<file path="config.mk">
export PLATFORM = sky130hd
export DESIGN_NAME = spi_arbiter
export DESIGN_NICKNAME = d
export VERILOG_FILES = /design/src/rtl/spi_arbiter.sv
export SDC_FILE = /design/constraint.sdc
export NUM_CORES = 1
export LEC_CHECK = 0
export ABC_CLOCK_PERIOD_IN_PS = 1900
export CAP_MARGIN = 25
export CELL_PAD_IN_SITES_DETAIL_PLACEMENT = 1
export CELL_PAD_IN_SITES_GLOBAL_PLACEMENT = 1
export CORE_UTILIZATION = 42
export CTS_CLUSTER_DIAMETER = 200
export CTS_CLUSTER_SIZE = 16
export DETAILED_ROUTE_END_ITERATION = 16
export DONT_BUFFER_PORTS = 1
export HOLD_SLACK_MARGIN = 0.12
export PLACE_DENSITY = 0.8
export SYNTH_ARGS = -nofsm -noshare
export SYNTH_HDL_FRONTEND = slang
export SYNTH_SLANG_ARGS = --single-unit
</file>
<file path="constraint.sdc">
create_clock -name clk -period 1.9 [get_ports clk]
set_input_delay 0.38 -clock clk [delete_from_list [all_inputs] [get_ports clk]]
set_output_delay 0.38 -clock clk [all_outputs]
set_load 0.005 [all_outputs]
</file>
<file path="src/rtl/spi_arbiter.sv">
// Round-robin arbiter that grants one of NUM_REQ requesters access to a shared
// SPI master. It sequences the chip select setup, the start pulse, the wait for completion (with timeout), the chip select hold and the response.
module spi_arbiter #(
  parameter int NUM_REQ  = 4,
  parameter int NUM_SLV  = 4,
  parameter int CS_SETUP = 2,
  parameter int CS_HOLD  = 2,
  parameter int TIMEOUT  = 1024
) (
  input  logic                 clk,
  input  logic                 reset_n,
  input  logic [NUM_REQ-1:0]   req_valid,
  input  logic [8*NUM_REQ-1:0] req_data,
  input  logic [2*NUM_REQ-1:0] req_slave,
  input  logic [2*NUM_REQ-1:0] req_mode,
  output logic [NUM_REQ-1:0]   req_ack,
  output logic [NUM_REQ-1:0]   resp_valid,
  output logic [7:0]           resp_data,
  output logic                 resp_err,
  output logic                 m_start,
  output logic [7:0]           m_data_tx,
  output logic [1:0]           m_mode,
  input  logic                 m_done,
  input  logic [7:0]           m_data_rx,
  output logic [NUM_SLV-1:0]   cs_n,
  output logic                 busy
);

  localparam int PW      = $clog2(NUM_REQ);
  localparam int SETUP_N = (CS_SETUP < 1) ? 1 : CS_SETUP;
  localparam int HOLD_N  = (CS_HOLD  < 1) ? 1 : CS_HOLD;
  localparam int TO_N    = (TIMEOUT  < 1) ? 1 : TIMEOUT;
  localparam int SH_MAX  = (SETUP_N > HOLD_N) ? SETUP_N : HOLD_N;
  localparam int CMAX    = (TO_N > SH_MAX) ? TO_N : SH_MAX;
  localparam int CW      = $clog2(CMAX + 1);

  typedef enum logic [2:0] {
    IDLE,
    SETUP,
    START,
    WAIT,
    HOLD,
    RESP
  } state_t;

  state_t               state_q, state_d;
  logic [PW-1:0]        rr_ptr_q, rr_ptr_d;
  logic [PW-1:0]        grant_q, grant_d;
  logic [1:0]           slave_q, slave_d;
  logic [CW-1:0]        cnt_q, cnt_d;
  logic [NUM_REQ-1:0]   req_ack_q, req_ack_d;
  logic [7:0]           m_data_tx_q, m_data_tx_d;
  logic [1:0]           m_mode_q, m_mode_d;
  logic [7:0]           resp_data_q, resp_data_d;
  logic                 resp_err_q, resp_err_d;

  logic [PW-1:0]        cand;
  logic [PW-1:0]        gnt_idx;
  logic                 found;

  // First requesting index at or after rr_ptr, wrapping around
  always_comb begin
    cand    = '0;
    gnt_idx = '0;
    found   = 1'b0;
    for (int unsigned i = 0; i < NUM_REQ; i++) begin
      cand = PW'((32'(rr_ptr_q) + i) % NUM_REQ);
      if (!found && req_valid[cand]) begin
        found   = 1'b1;
        gnt_idx = cand;
      end
    end
  end

  always_comb begin
    state_d     = state_q;
    rr_ptr_d    = rr_ptr_q;
    grant_d     = grant_q;
    slave_d     = slave_q;
    cnt_d       = cnt_q;
    req_ack_d   = '0;
    m_data_tx_d = m_data_tx_q;
    m_mode_d    = m_mode_q;
    resp_data_d = resp_data_q;
    resp_err_d  = resp_err_q;
    case (state_q)
      IDLE: begin
        if (found) begin
          grant_d            = gnt_idx;
          slave_d            = req_slave[2*gnt_idx +: 2];
          m_data_tx_d        = req_data[8*gnt_idx +: 8];
          m_mode_d           = req_mode[2*gnt_idx +: 2];
          req_ack_d[gnt_idx] = 1'b1;
          cnt_d              = '0;
          state_d            = SETUP;
        end
      end
      SETUP: begin
        if (cnt_q == CW'(SETUP_N - 1)) begin
          cnt_d   = '0;
          state_d = START;
        end else begin
          cnt_d = cnt_q + 1'b1;
        end
      end
      START: begin
        cnt_d   = '0;
        state_d = WAIT;
      end
      WAIT: begin
        // m_done is tested first so it beats a timeout expiring in the same cycle
        if (m_done) begin
          resp_data_d = m_data_rx;
          resp_err_d  = 1'b0;
          cnt_d       = '0;
          state_d     = HOLD;
        end else if (cnt_q == CW'(TO_N - 1)) begin
          resp_data_d = '0;
          resp_err_d  = 1'b1;
          cnt_d       = '0;
          state_d     = HOLD;
        end else begin
          cnt_d = cnt_q + 1'b1;
        end
      end
      HOLD: begin
        if (cnt_q == CW'(HOLD_N - 1)) begin
          cnt_d   = '0;
          state_d = RESP;
        end else begin
          cnt_d = cnt_q + 1'b1;
        end
      end
      RESP: begin
        rr_ptr_d = (32'(grant_q) == NUM_REQ - 1) ? '0 : grant_q + 1'b1;
        state_d  = IDLE;
      end
      default: state_d = IDLE;
    endcase
  end

  always_ff @(posedge clk) begin
    if (!reset_n) begin
      state_q     <= IDLE;
      rr_ptr_q    <= '0;
      grant_q     <= '0;
      slave_q     <= '0;
      cnt_q       <= '0;
      req_ack_q   <= '0;
      m_data_tx_q <= '0;
      m_mode_q    <= '0;
      resp_data_q <= '0;
      resp_err_q  <= 1'b0;
    end else begin
      state_q     <= state_d;
      rr_ptr_q    <= rr_ptr_d;
      grant_q     <= grant_d;
      slave_q     <= slave_d;
      cnt_q       <= cnt_d;
      req_ack_q   <= req_ack_d;
      m_data_tx_q <= m_data_tx_d;
      m_mode_q    <= m_mode_d;
      resp_data_q <= resp_data_d;
      resp_err_q  <= resp_err_d;
    end
  end

  // Chip select is decoded from state so reset releases it on the very next cycle
  always_comb begin
    cs_n = '1;
    if (state_q == SETUP || state_q == START || state_q == WAIT || state_q == HOLD) begin
      for (int unsigned s = 0; s < NUM_SLV; s++) begin
        if (32'(slave_q) == s) cs_n[s] = 1'b0;
      end
    end
  end

  always_comb begin
    resp_valid = '0;
    if (state_q == RESP) resp_valid[grant_q] = 1'b1;
  end

  assign req_ack   = req_ack_q;
  assign m_start   = (state_q == START);
  assign m_data_tx = m_data_tx_q;
  assign m_mode    = m_mode_q;
  assign resp_data = resp_data_q;
  assign resp_err  = resp_err_q;
  assign busy      = (state_q != IDLE);

endmodule

</file>
==> results.toml <==
[placed_design]
placed_cell_area_sq_um = 2400
dp.final_hpwl_um = 4120
routabilityCongestion = 0.761
port_buffers = 0
placed_cells = 324

[clock_network]
cts-hold-fix-buffers = 0
root_buffer = "clkbuf_8"
insertion_delay_ps = 300
cts_buffers = 5
clock_path_buffers = 2
clk_pin_slew_ps = 80
post_cts_buffers = 0
cts.htree.levels = 2
clkSinkCount = 43
cts_tree = "yes"

[layout]
fin_util = 0.503
antenna_cells = 0
final_nets = 331
syn_to_final_growth_pct = 14.6
finalNonFillerCells = 333
postLayoutCellArea_sq_um = 2570
drive_gt1_frac = 0.152

[drt]
drt-total-wl_um = 5620
drtIter0Drc = 63
wl_per_cell_um = 16.9
num_vias = 1944
antenna_left = 0
viasPerCell = 5.84
drc = 0
first_pass_iters = 4

[worst_setup_path]
cp_data_arrival_time_ps = 2030
critPathLaunchType = "register"
required_ps = 2080
r2r-start = "cnt_q[10]$_SDFFE_PN0P_"
r2r-end = "cnt_q[6]$_SDFFE_PN0P_"
critPathMaxFanout = 6
end_kind = "register"
ff2ff_setup_slack_ps = 60
path_class = "reg -> reg"
r2r_cells = 5

[outcome]
status = "finished, final reports clean"

[sta]
slew_violations = 0
setup_viol = 0
period_needed_ps = 1840
hold_violations = 0
slew_headroom = 0.401
fmax_mhz = 543
period_share = 0.969
finClkSkew_ps = 11.3
worstMarginPinSlew_ps = 896
setup_tns_ps = 0

[yosys]
yosysWarnings = 0
syn-cell-area_sq_um = 2240
async_reset_ff_frac = 0
syn-num-nets = 318
synth-main-ff-cell = "dfxtp_1"
synth-seq-cells = 43
avgSynthCellArea_sq_um = 8.99
synthSimpleGateAreaFrac = 0.202
synth_xor_xnor_area_share = 0.0430
synth_top_family_by_area = "simple AND/OR/NAND/NOR gates"
synthCells = 249
synthAdderAreaFrac = 0.0335
synth_cell_types = 46
ys_seq_area_frac = 0.384
synth-edff-count = 0
synth-compound-area-share = 0.174
synth_mux_area_frac = 0.116

[die]
die-area_sq_um = 5630
die_h_um = 75.0
core_area_sq_um = 5110
die_x_um = 75.0
rows = 26
initial_core_util = 0.439
io_pins = 96

[pwr]
power_uw = 2280
pwr_density_cell_nw_per_um2 = 887
p_leak_uw = 0.000910
ir_worst_vdd_uv = 402

[grt]
grt_usage = 0.197
grt_pass1_vias = 1814
grt-ovfl-total = 0
grt_pass1_wl_um = 8350
antenna_found_initial = 0
grt_max_degree = 29

[hold_path]
holdPathEnd = "resp_data[7]$_SDFFE_PN0P_"
hp-start = "m_data_rx[7]"
worst_hold_path.num_cells = 1
hp-class = "in -> reg"

[flow_run]
cap_violations = 0
[worst max-delay path by stage]
stage	from	end	slack, ps
after floorplan	req_valid[0]	m_data_tx[2]$_SDFFE_PN0P_	180
after global placement	cnt_q[10]$_SDFFE_PN0P_	cnt_q[8]$_SDFFE_PN0P_	50
after detailed placement	state_q[0]$_SDFFE_PN0P_	slave_q[1]$_SDFFE_PN0P_	-2
after CTS	cnt_q[0]$_SDFFE_PN0P_	resp_data[1]$_SDFFE_PN0P_	3
after global routing	cnt_q[10]$_SDFFE_PN0P_	cnt_q[0]$_SDFFE_PN0P_	-30
final	cnt_q[10]$_SDFFE_PN0P_	cnt_q[6]$_SDFFE_PN0P_	60
[sequential cells by signal, indices dropped and copies added, names as in the netlist]
register,flops
cnt_q,11
grant_q,2
m_data_tx,8
m_mode,2
req_ack,4
resp_data,8
resp_err,1
rr_ptr_q,2
slave_q,2
state_q,3
[cell families after synthesis]
| family | after synthesis |
|---|---|
| XOR/XNOR | 11 |
| AND/OR/NAND/NOR | 90 |
| buffers and inverters | 23 |
| flip-flops | 43 |
| multiplexers | 26 |
| adder cells (fa/ha/maj) | 6 |
| AO/OA/AOI/OAI | 50 |
[layout make-up]
class / instances / area (sq um)
multi-input combinational: 184 / 1320
tap: 70 / 87.6
sequential: 43 / 863
timing repair buffer: 17 / 140
inverter: 11 / 41.3
fill: 610 / 2540
clock buffer: 5 / 68.8
clock inverter: 3 / 43.8
[per-layer routing]
layer / up-vias / global-route usage / part of all wire / wire length [um]
met5: - / 0 / 0 / 0
met4: 0 / 0.0755 / 0.020 / 113
met3: 12 / 0.0602 / 0.060 / 339
met2: 63 / 0.324 / 0.50 / 2810
met1: 934 / 0.242 / 0.42 / 2350
li1: 935 / - / - / -
[Yosys cell counts, drive strengths merged (3+ instances only)]
| cell type | n | area [sq um] |
|---|---|---|
| ha | 6 | 75.1 |
| nand2 | 19 | 71.3 |
| and2 | 4 | 25.0 |
| o221ai | 12 | 105 |
| xor2 | 5 | 43.8 |
| inv | 10 | 37.5 |
| nand2b | 6 | 37.5 |
| or3 | 3 | 18.8 |
| nand3 | 5 | 25.0 |
| xnor2 | 6 | 52.6 |
| a21oi | 10 | 50.1 |
| nor2 | 32 | 123 |
| clkbuf | 4 | 15.0 |
| nor3 | 5 | 30.0 |
| or4 | 3 | 30.0 |
| o21ai | 8 | 51.3 |
| buf | 8 | 47.5 |
| a32o | 8 | 80.1 |
| mux2i | 26 | 260 |
| dfxtp | 43 | 861 |
[stage by stage]
step	hold slack [ps]	setup slack, ps
after floorplan	457	179
after global placement	480	46.1
after detailed placement	477	-1.75
after CTS	203	2.99
after global routing	189	-25.1
final	202	59.5
[critical path, stage by stage (launching register included)]
cell	delay, ps
dfxtp_1	370
or4_4	590
a2111oi_4	350
nor2_2	110
o21ai_0	230
nor2_1	70
[layout by cell type (no fill, tap or decap), types with 2 or more instances in the layout]
cell type / count
nand2_1: 19
dfxtp_1: 41
nand4_1: 2
or4_4: 2
and2_1: 4
clkbuf_8: 5
or3_1: 2
a211oi_1: 2
inv_1: 10
nor3_1: 3
and4_1: 2
nand3_1: 5
mux2i_1: 26
xnor2_1: 6
ha_1: 6
dfxtp_2: 2
a311oi_1: 2
nor3_2: 2
o21ai_0: 5
and3_1: 2
nand2b_1: 6
xor2_1: 5
o221ai_1: 12
nor2_2: 2
a21oi_1: 10
buf_4: 16
o21ai_2: 3
nor2_1: 30
a32o_1: 8
[what timing repair did]
action	4_1_cts	5_1_grt
resized for setup	2	8
pin swaps	1	2
cloned	1	0
endpoints found under the setup margin	4	29
[report_power, final]
group / leakage [uW] / internal [uW] / total (uW) / switching, uW
Clock: 0.0000581 / 391 / 715 / 324
Sequential: 0.000351 / 986 / 1070 / 83.1
Combinational: 0.000502 / 218 / 494 / 276
No activity file was read; power rests on OpenSTA's default activity.
